`src/rtl/sim_mem_arbiter.sv`:
```
// Round-robin bridge from NUM_CH valid/ready request channels to a word-indexed 64-bit simulation RAM.
// Define SIM_MEM_RANGE_CHECK_EN to flag and suppress accesses outside the RAM window.
module sim_mem_arbiter #(
    parameter int          NUM_CH    = 2,
    parameter int          LATENCY   = 1,
    parameter logic [63:0] BASE_ADDR = 64'h8000_0000,
    parameter int          IDX_W     = 28
) (
    input  logic                 clock,
    input  logic                 reset,
    input  logic [NUM_CH-1:0]    req_valid,
    output logic [NUM_CH-1:0]    req_ready,
    input  logic [NUM_CH-1:0]    req_wen,
    input  logic [NUM_CH*64-1:0] req_addr,
    input  logic [NUM_CH*64-1:0] req_wdata,
    input  logic [NUM_CH*8-1:0]  req_wmask,
    output logic [NUM_CH-1:0]    resp_valid,
    output logic [63:0]          resp_data,
    output logic                 resp_err,
    output logic                 mem_en,
    output logic                 mem_wen,
    output logic [IDX_W-1:0]     mem_idx,
    output logic [63:0]          mem_wdata,
    output logic [63:0]          mem_wmask,
    input  logic [63:0]          mem_rdata
);
    typedef enum logic [1:0] {IDLE, WAIT, RESP} state_t;

    state_t      state, state_nxt;
    logic [1:0]  rr, rr_nxt, win, grant;
    logic [3:0]  cnt, cnt_nxt;
    logic        found, accept, range_err;
    logic        err_q;
    logic [63:0] hold;
    logic [63:0] offset;
    logic [3:0]  valid4;

    logic [63:0] ch_addr  [4];
    logic [63:0] ch_wdata [4];
    logic [7:0]  ch_wmask [4];
    logic        ch_wen   [4];

    // Unpack the flat channel buses; slots above NUM_CH read as zero.
    always_comb begin
        for (int i = 0; i < 4; i++) begin
            ch_addr[i]  = 64'd0;
            ch_wdata[i] = 64'd0;
            ch_wmask[i] = 8'd0;
            ch_wen[i]   = 1'b0;
        end
        for (int i = 0; i < NUM_CH; i++) begin
            ch_addr[i]  = req_addr[i*64 +: 64];
            ch_wdata[i] = req_wdata[i*64 +: 64];
            ch_wmask[i] = req_wmask[i*8 +: 8];
            ch_wen[i]   = req_wen[i];
        end
    end

    assign valid4 = 4'(req_valid);

    always_comb begin
        int c;
        c     = 0;
        found = 1'b0;
        win   = 2'd0;
        for (int k = 0; k < NUM_CH; k++) begin
            c = int'(rr) + k;
            if (c >= NUM_CH) c = c - NUM_CH;
            if (!found && valid4[c[1:0]]) begin
                found = 1'b1;
                win   = c[1:0];
            end
        end
        rr_nxt = (win == 2'(NUM_CH - 1)) ? 2'd0 : win + 2'd1;
    end

    assign offset = ch_addr[win] - BASE_ADDR;

`ifdef SIM_MEM_RANGE_CHECK_EN
    assign range_err = (ch_addr[win] < BASE_ADDR) || ((offset >> (IDX_W + 3)) != 64'd0);
`else
    assign range_err = 1'b0;
`endif

    // Outputs are forced to their idle values while reset is held.
    always_comb begin
        state_nxt  = state;
        cnt_nxt    = cnt;
        accept     = 1'b0;
        req_ready  = '0;
        resp_valid = '0;
        resp_data  = 64'd0;
        resp_err   = 1'b0;
        mem_en     = 1'b0;
        mem_wen    = 1'b0;
        mem_idx    = '0;
        mem_wdata  = 64'd0;
        mem_wmask  = 64'd0;
        if (!reset) begin
            case (state)
                IDLE: begin
                    if (found) begin
                        accept = 1'b1;
                        for (int i = 0; i < NUM_CH; i++) req_ready[i] = (win == 2'(i));
                        mem_en    = !range_err;
                        mem_wen   = ch_wen[win] && !range_err;
                        mem_idx   = IDX_W'(offset >> 3);
                        mem_wdata = ch_wdata[win];
                        for (int b = 0; b < 8; b++) mem_wmask[b*8 +: 8] = {8{ch_wmask[win][b]}};
                        cnt_nxt   = 4'(LATENCY - 1);
                        state_nxt = (LATENCY == 1) ? RESP : WAIT;
                    end
                end
                WAIT: begin
                    cnt_nxt = cnt - 4'd1;
                    if (cnt <= 4'd1) state_nxt = RESP;
                end
                RESP: begin
                    for (int i = 0; i < NUM_CH; i++) resp_valid[i] = (grant == 2'(i));
                    resp_data = hold;
                    resp_err  = err_q;
                    state_nxt = IDLE;
                end
                default: state_nxt = IDLE;
            endcase
        end
    end

    always_ff @(posedge clock) begin
        if (reset) begin
            state <= IDLE;
            rr    <= 2'd0;
            cnt   <= 4'd0;
            grant <= 2'd0;
            err_q <= 1'b0;
            hold  <= 64'd0;
        end else begin
            state <= state_nxt;
            cnt   <= cnt_nxt;
            if (accept) begin
                rr    <= rr_nxt;
                grant <= win;
                err_q <= range_err;
                hold  <= (ch_wen[win] || range_err) ? 64'd0 : mem_rdata;
            end
        end
    end
endmodule

```
`config.mk`:
```
export PLATFORM = sky130hd
export DESIGN_NAME = sim_mem_arbiter
export DESIGN_NICKNAME = d
export VERILOG_FILES = /design/src/rtl/sim_mem_arbiter.sv
export SDC_FILE = /design/constraint.sdc
export NUM_CORES = 1
export LEC_CHECK = 0
export CORE_AREA = 2 2 220 222
export CTS_CLUSTER_SIZE = 30
export DETAILED_ROUTE_END_ITERATION = 8
export DIE_AREA = 0 0 222 224
export MAX_ROUTING_LAYER = met4
export PLACE_DENSITY = 0.44
export SLEW_MARGIN = 30
export SYNTH_ARGS = -nofsm -noshare
export SYNTH_HDL_FRONTEND = slang
export SYNTH_SLANG_ARGS = --single-unit
```
`constraint.sdc`:
```
create_clock -name clock -period 2.46 [get_ports clock]
set_input_delay 0.492 -clock clock [delete_from_list [all_inputs] [get_ports clock]]
set_output_delay 0.492 -clock clock [all_outputs]
set_load 0.1 [all_outputs]
```
==> results of run 1 <==
where the power goes:
| part | total, mW | internal [mW] | switching (mW) |
|---|---|---|---|
| combinational | 3.37 | 1.42 | 1.95 |
| clock | 1.33 | 0.835 | 0.498 |
| sequential | 1.21 | 1.18 | 0.0301 |
flip-flops by register name, indices dropped and copies added (netlist names):
name	cells
grant	2
state	1
rr	2
hold	64
synthesized netlist by cell type:
| cell type | count | share of area [%] |
|---|---|---|
| o22ai_4 | 1 | 0.49 |
| buf_2 | 27 | 3.3 |
| clkbuf_1 | 9 | 0.83 |
| nor2_1 | 3 | 0.28 |
| buf_6 | 6 | 1.7 |
| nor2b_1 | 1 | 0.15 |
| nor3b_1 | 1 | 0.18 |
| o21bai_1 | 1 | 0.18 |
| a22o_1 | 162 | 35 |
| a21boi_1 | 1 | 0.18 |
| nand2_1 | 2 | 0.18 |
| nor3_1 | 2 | 0.25 |
| mux2i_1 | 1 | 0.25 |
| o21ai_1 | 2 | 0.25 |
| a32o_1 | 2 | 0.49 |
| buf_4 | 57 | 11 |
| and2_1 | 67 | 10 |
| conb_1 | 1 | 0.092 |
| dfxtp_1 | 69 | 34 |
| and3_1 | 2 | 0.31 |
| inv_2 | 2 | 0.18 |
| inv_1 | 3 | 0.28 |
| a21o_1 | 1 | 0.18 |
| nand2b_1 | 1 | 0.15 |
| nand3_1 | 2 | 0.25 |
repair_timing:
| item | CTS | global route |
|---|---|---|
| gates resized for setup | 59 | 28 |
| pin swaps | 6 | 3 |
| setup buffers | 14 | 2 |
| gates cloned | 2 | 1 |
| endpoints found under the setup margin | 157 | 124 |
logic make-up after synthesis:
kind of cell           synth area share, %
AOI/OAI and AO/OA                     36.7
buffers and inverters                 16.8
DFF                                   34.0
muxes                                0.247
other                               0.0924
and+or+nand+nor                       12.1
per-stage QoR:
step	util, %	setup WS (ns)
floorplan	-	-0.217
global placement	25.5	-0.221
detailed placement	25.5	-0.207
CTS	27.2	-0.0135
global route	27.6	0.0144
finish	27.6	0.0778
metal layers:
metal,track usage (%),part of all wire [%]
met5,-,0
met3,3.13,7.0
met1,13.0,40
met4,2.24,0.77
met2,19.8,53
area by class of cell:
cell class,instances,share of cell area [%]
inverters,5,0.220
clock buffers,12,1.96
multi-input cells,253,19.8
flip-flops and latches,69,10.6
well taps,615,5.89
repair buffers,552,61.1
clock inverters,3,0.345
critical path, stage by stage:
cell and delay (ns):
clkdlybuf4s15_2 0.21, nor2_4 0.12, buf_4 0.12, nand3_2 0.10, clkinv_4 0.10, buf_12 0.16, a22o_2 0.20, buf_12 0.18
buf_12 0.19
how the worst max path moves through the flow:
stage / endpoint / slack, ns / depth (start not counted)
global placement: mem_idx[27] / -0.22 / 8
CTS: mem_wdata[8] / -0.01 / 9
global route: mem_wmask[18] / 0.01 / 7
floorplan: mem_wmask[17] / -0.22 / 6
detailed placement: mem_idx[12] / -0.21 / 8
finish: mem_wmask[35] / 0.08 / 9
==> results.toml, run 1 <==
[timing]
worst_hold_slack_ns = 0.462
rsz0062_at_grt = "false"
fin_setup_tns_ns = 0
setup_viol = 0
finalCriticalPeriod_ns = 2.38
finalHoldViolCount = 0
post-route-period-util_pct = 96.8
fmaxAchievable_mhz = 420
finClkSkew_ns = 0.00764
finalMaxSlewViolations = 0

[worst_setup_path]
worstPathArrival_ns = 1.89
reg2reg_setup_slack_ns = 0.80
cp-startpoint = "reset"
crit_required_ns = 1.97
end_kind = "output port"
r2r_cells = 7
path_class = "input pin to output port"
r2r_end = "hold[31]"
cp_max_fo = 16
startpoint_type = "input pin"
reg2reg_from = "rr[1]"

[worst_hold_path]
whs_path_depth = 1
hp-start = "hold[48]"
holdPathEnd = "hold[48]"
hold_path.class = "register to register"

[pwr]
fin_total_pwr_mw = 5.92
peakVddDrop_v = 0.000298
power.density_mw_per_mm2 = 453
leakage_nw = 5.24

[clock_network]
clockBufferDepth = 2
cts.sinks = 69
numCtsBuffers = 9
htree_num_levels = 3
root_buffer = "clkbuf_16"
ctsHoldBuffers = 0
clkTransAtPathRegs_ns = 0.06
cts_tree = "done"
clkLatencyLatePin_ns = 0.34

[routing]
ant_nets = 0
vias = 5196
viasPerCell = 3.44
drc = 0
drt_iter0_drc = 175
routed_wl_um = 28700
wire_per_inst_um = 19.0
dr.pass1.iters = 4

[grt]
grt_pass1_vias = 5813
grt_usage_pct = 11.4
grt_max_degree = 51
grt_pass1_wl_um = 40000
overflow = 0
antenna_found_initial = 0

[synthesis]
synth_area_per_cell_um2 = 9.53
ys.warnings.count = 0
ys_types = 25
syn_inst = 426
ys_seq_area_share_pct = 34.0
synth_area_mm2 = 0.00406
synth_seq_cells = 69
synth_nets = 768

[placement]
place_area_mm2 = 0.0121
dpl.hpwl_um = 23000
portBuffers = 495
dp.cells = 1479
place_congestion = 0.737

[finish]
layout-drive-gt1-share_pct = 46.2
regArea_mm2 = 0.00139
multi_input_area_mm2 = 0.00259
final_common_cell = "clkdlybuf4s50_1"
final_area_mm2 = 0.0131
fin_cells = 1509
fill_cells = 4885
layout_common_cells = "clkdlybuf4s50_1, buf_12, and2_1, dfxtp_1, a22o_1"
syn_to_final_growth_pct = 222
nets = 1232
antenna_cells = 0

[floorplan]
rows = 80
chipWidth_um = 222
die_area_mm2 = 0.0497
io_pins = 569
initial_utilization_pct = 8.58
coreArea_mm2 = 0.0473
fp.dieH_um = 224

[run_status]
outcome = "complete, no violations"

[job]
drv_cap = 0
Note: power is estimated with default switching activity, not from simulation.
==> run 2, diff against run 1 <==
CAP_MARGIN = 40   (was default)
TNS_END_PERCENT = 50   (was default)
==> results.toml, run 2 (synthesis gave the netlist of run 1 again) <==
[run_status]
outcome = "complete, no violations"

[placement]
dp.cells = 1480
portBuffers = 495
place_area_mm2 = 0.0120
place_ws_ns = -0.308
place_congestion = 0.744
dpl.hpwl_um = 20500

[grt]
grt_max_degree = 63
overflow = 0
antenna_found_initial = 3
grt_usage_pct = 10.2
grt_pass1_wl_um = 36700
grt_pass1_vias = 5715

[worst_setup_path]
worstPathArrival_ns = 1.91
end_kind = "output port"
path_class = "register to output port"
startpoint_type = "register"
crit_required_ns = 1.97
cp_max_fo = 8

[timing]
fin_ws_ns = 0.0597
finClkSkew_ns = 0.00465
post-route-period-util_pct = 97.6
finalHoldViolCount = 0
finalMaxSlewViolations = 0
fmaxAchievable_mhz = 417
finalCriticalPeriod_ns = 2.40
setup_viol = 0
rsz0062_at_grt = "true"

[clock_network]
clkTransAtPathRegs_ns = 0.06
root_buffer = "clkbuf_16"
numCtsBuffers = 9
cts_tree = "done"
clkLatencyLatePin_ns = 0.34
ctsHoldBuffers = 0
htree_num_levels = 3
cts.sinks = 69
clockBufferDepth = 2

[pwr]
pwr-share-clk_pct = 22.7
peakVddDrop_v = 0.000300
p_int_mw = 3.42
p_sw_mw = 2.50
pwr-share-comb_pct = 56.8
leakage_nw = 5.25
p_sw_share_pct = 42.2
power.density_mw_per_mm2 = 451
power_frac_seq_pct = 20.4

[finish]
fin_cells = 1521
layout_common_cells = "clkdlybuf4s50_1, buf_12, a22o_1, dfxtp_1, and2_1"
syn_to_final_growth_pct = 223
nets = 1240
layout-drive-gt1-share_pct = 41.6
fill_cells = 4836
final_area_mm2 = 0.0131
final_common_cell = "clkdlybuf4s50_1"
top_regs = "hold x64, grant x2, rr x2"
largest_reg_flops = 64
largest_register = "hold"

[floorplan]
initial_utilization_pct = 8.58
io_pins = 569
coreArea_mm2 = 0.0473
chipWidth_um = 222
fp.dieH_um = 224
rows = 80
die_area_mm2 = 0.0497

[routing]
ant_nets = 0
drt_iter0_drc = 217
dr.pass1.iters = 4
routed_wl_um = 26700
vias = 5270
wire_per_inst_um = 17.6
viasPerCell = 3.46
drc = 0

[worst_hold_path]
hold_path.class = "register to register"

[job]
drv_cap = 0
==> run 2: changes by cell type in the layout (fill, tap and decap cells not counted), sizes merged <==
cell,delta
diode,+3
bufbuf,-2
clkdlybuf4s15,-2
buf,+6
inv,+2
clkinv,+1
clkbuf,+4
==> run 2: power by group through the flow <==
stage / logic (mW) / clock network [mW] / registers (mW)
floorplan: 1.79 / 0 / 1.23
global placement: 3.20 / 0 / 1.23
detailed placement: 3.20 / 0 / 1.24
CTS: 3.31 / 1.42 / 1.21
global route: 3.47 / 1.46 / 1.22
finish: 3.37 / 1.35 / 1.21
==> run 2: timing repair <==
| action | CTS | global route |
|---|---|---|
| setup endpoints to repair | 158 | 134 |
| cloned | 4 | 7 |
| setup buffers | 14 | 2 |
| pin swaps | 23 | 19 |
| gates resized for setup | 44 | 45 |
==> run 2: layout make-up <==
class | count | area (um^2) | area share [%]
antenna | 3 | 7.51 | 0.0572
clock buffer | 10 | 239 | 1.82
clock inverter | 6 | 67.6 | 0.515
inverter | 5 | 36.3 | 0.276
multi-input combinational | 253 | 2480 | 18.9
sequential | 69 | 1380 | 10.5
tap | 615 | 769 | 5.86
timing repair buffer | 560 | 8150 | 62.0
==> run 2: routing by layer <==
| metal | GRT usage (%) | vias to the layer above | part of all wire (%) |
|---|---|---|---|
| li1 | - | 2490 | - |
| met1 | 11.7 | 2489 | 40 |
| met2 | 17.2 | 269 | 51 |
| met3 | 2.95 | 22 | 7.0 |
| met4 | 3.44 | 0 | 1.7 |
| met5 | - | - | 0 |
==> run 2: final timing paths <==
check           endpoint  slack (ns)      from  cells past startpoint
min             hold[10]        0.46  hold[10]                      1
min reg2reg     hold[10]        0.46  hold[10]                      1
max reg2reg     hold[36]        0.78  state[1]                      8
max          mem_idx[10]        0.06     rr[0]                      7
==> run 2: worst max-delay path, cell delays in order (launching register included) <==
cell	delay (ns)
dfxtp_2	0.34
nand2b_1	0.20
nand3_4	0.15
clkinv_8	0.09
buf_16	0.17
clkbuf_16	0.19
a22o_4	0.24
buf_12	0.17
==> run 2: per-stage QoR <==
stage | hold WS [ns] | TNS (ns) | total power [mW] | util (%)
floorplan | 0.434 | -11.14 | 3.01 | -
global placement | 0.448 | -27.95 | 4.43 | 25.3
detailed placement | 0.446 | -31.90 | 4.43 | 25.3
CTS | 0.461 | 0 | 5.94 | 26.8
global route | 0.475 | -0.0137 | 6.15 | 27.7
finish | 0.463 | 0 | 5.93 | 27.7
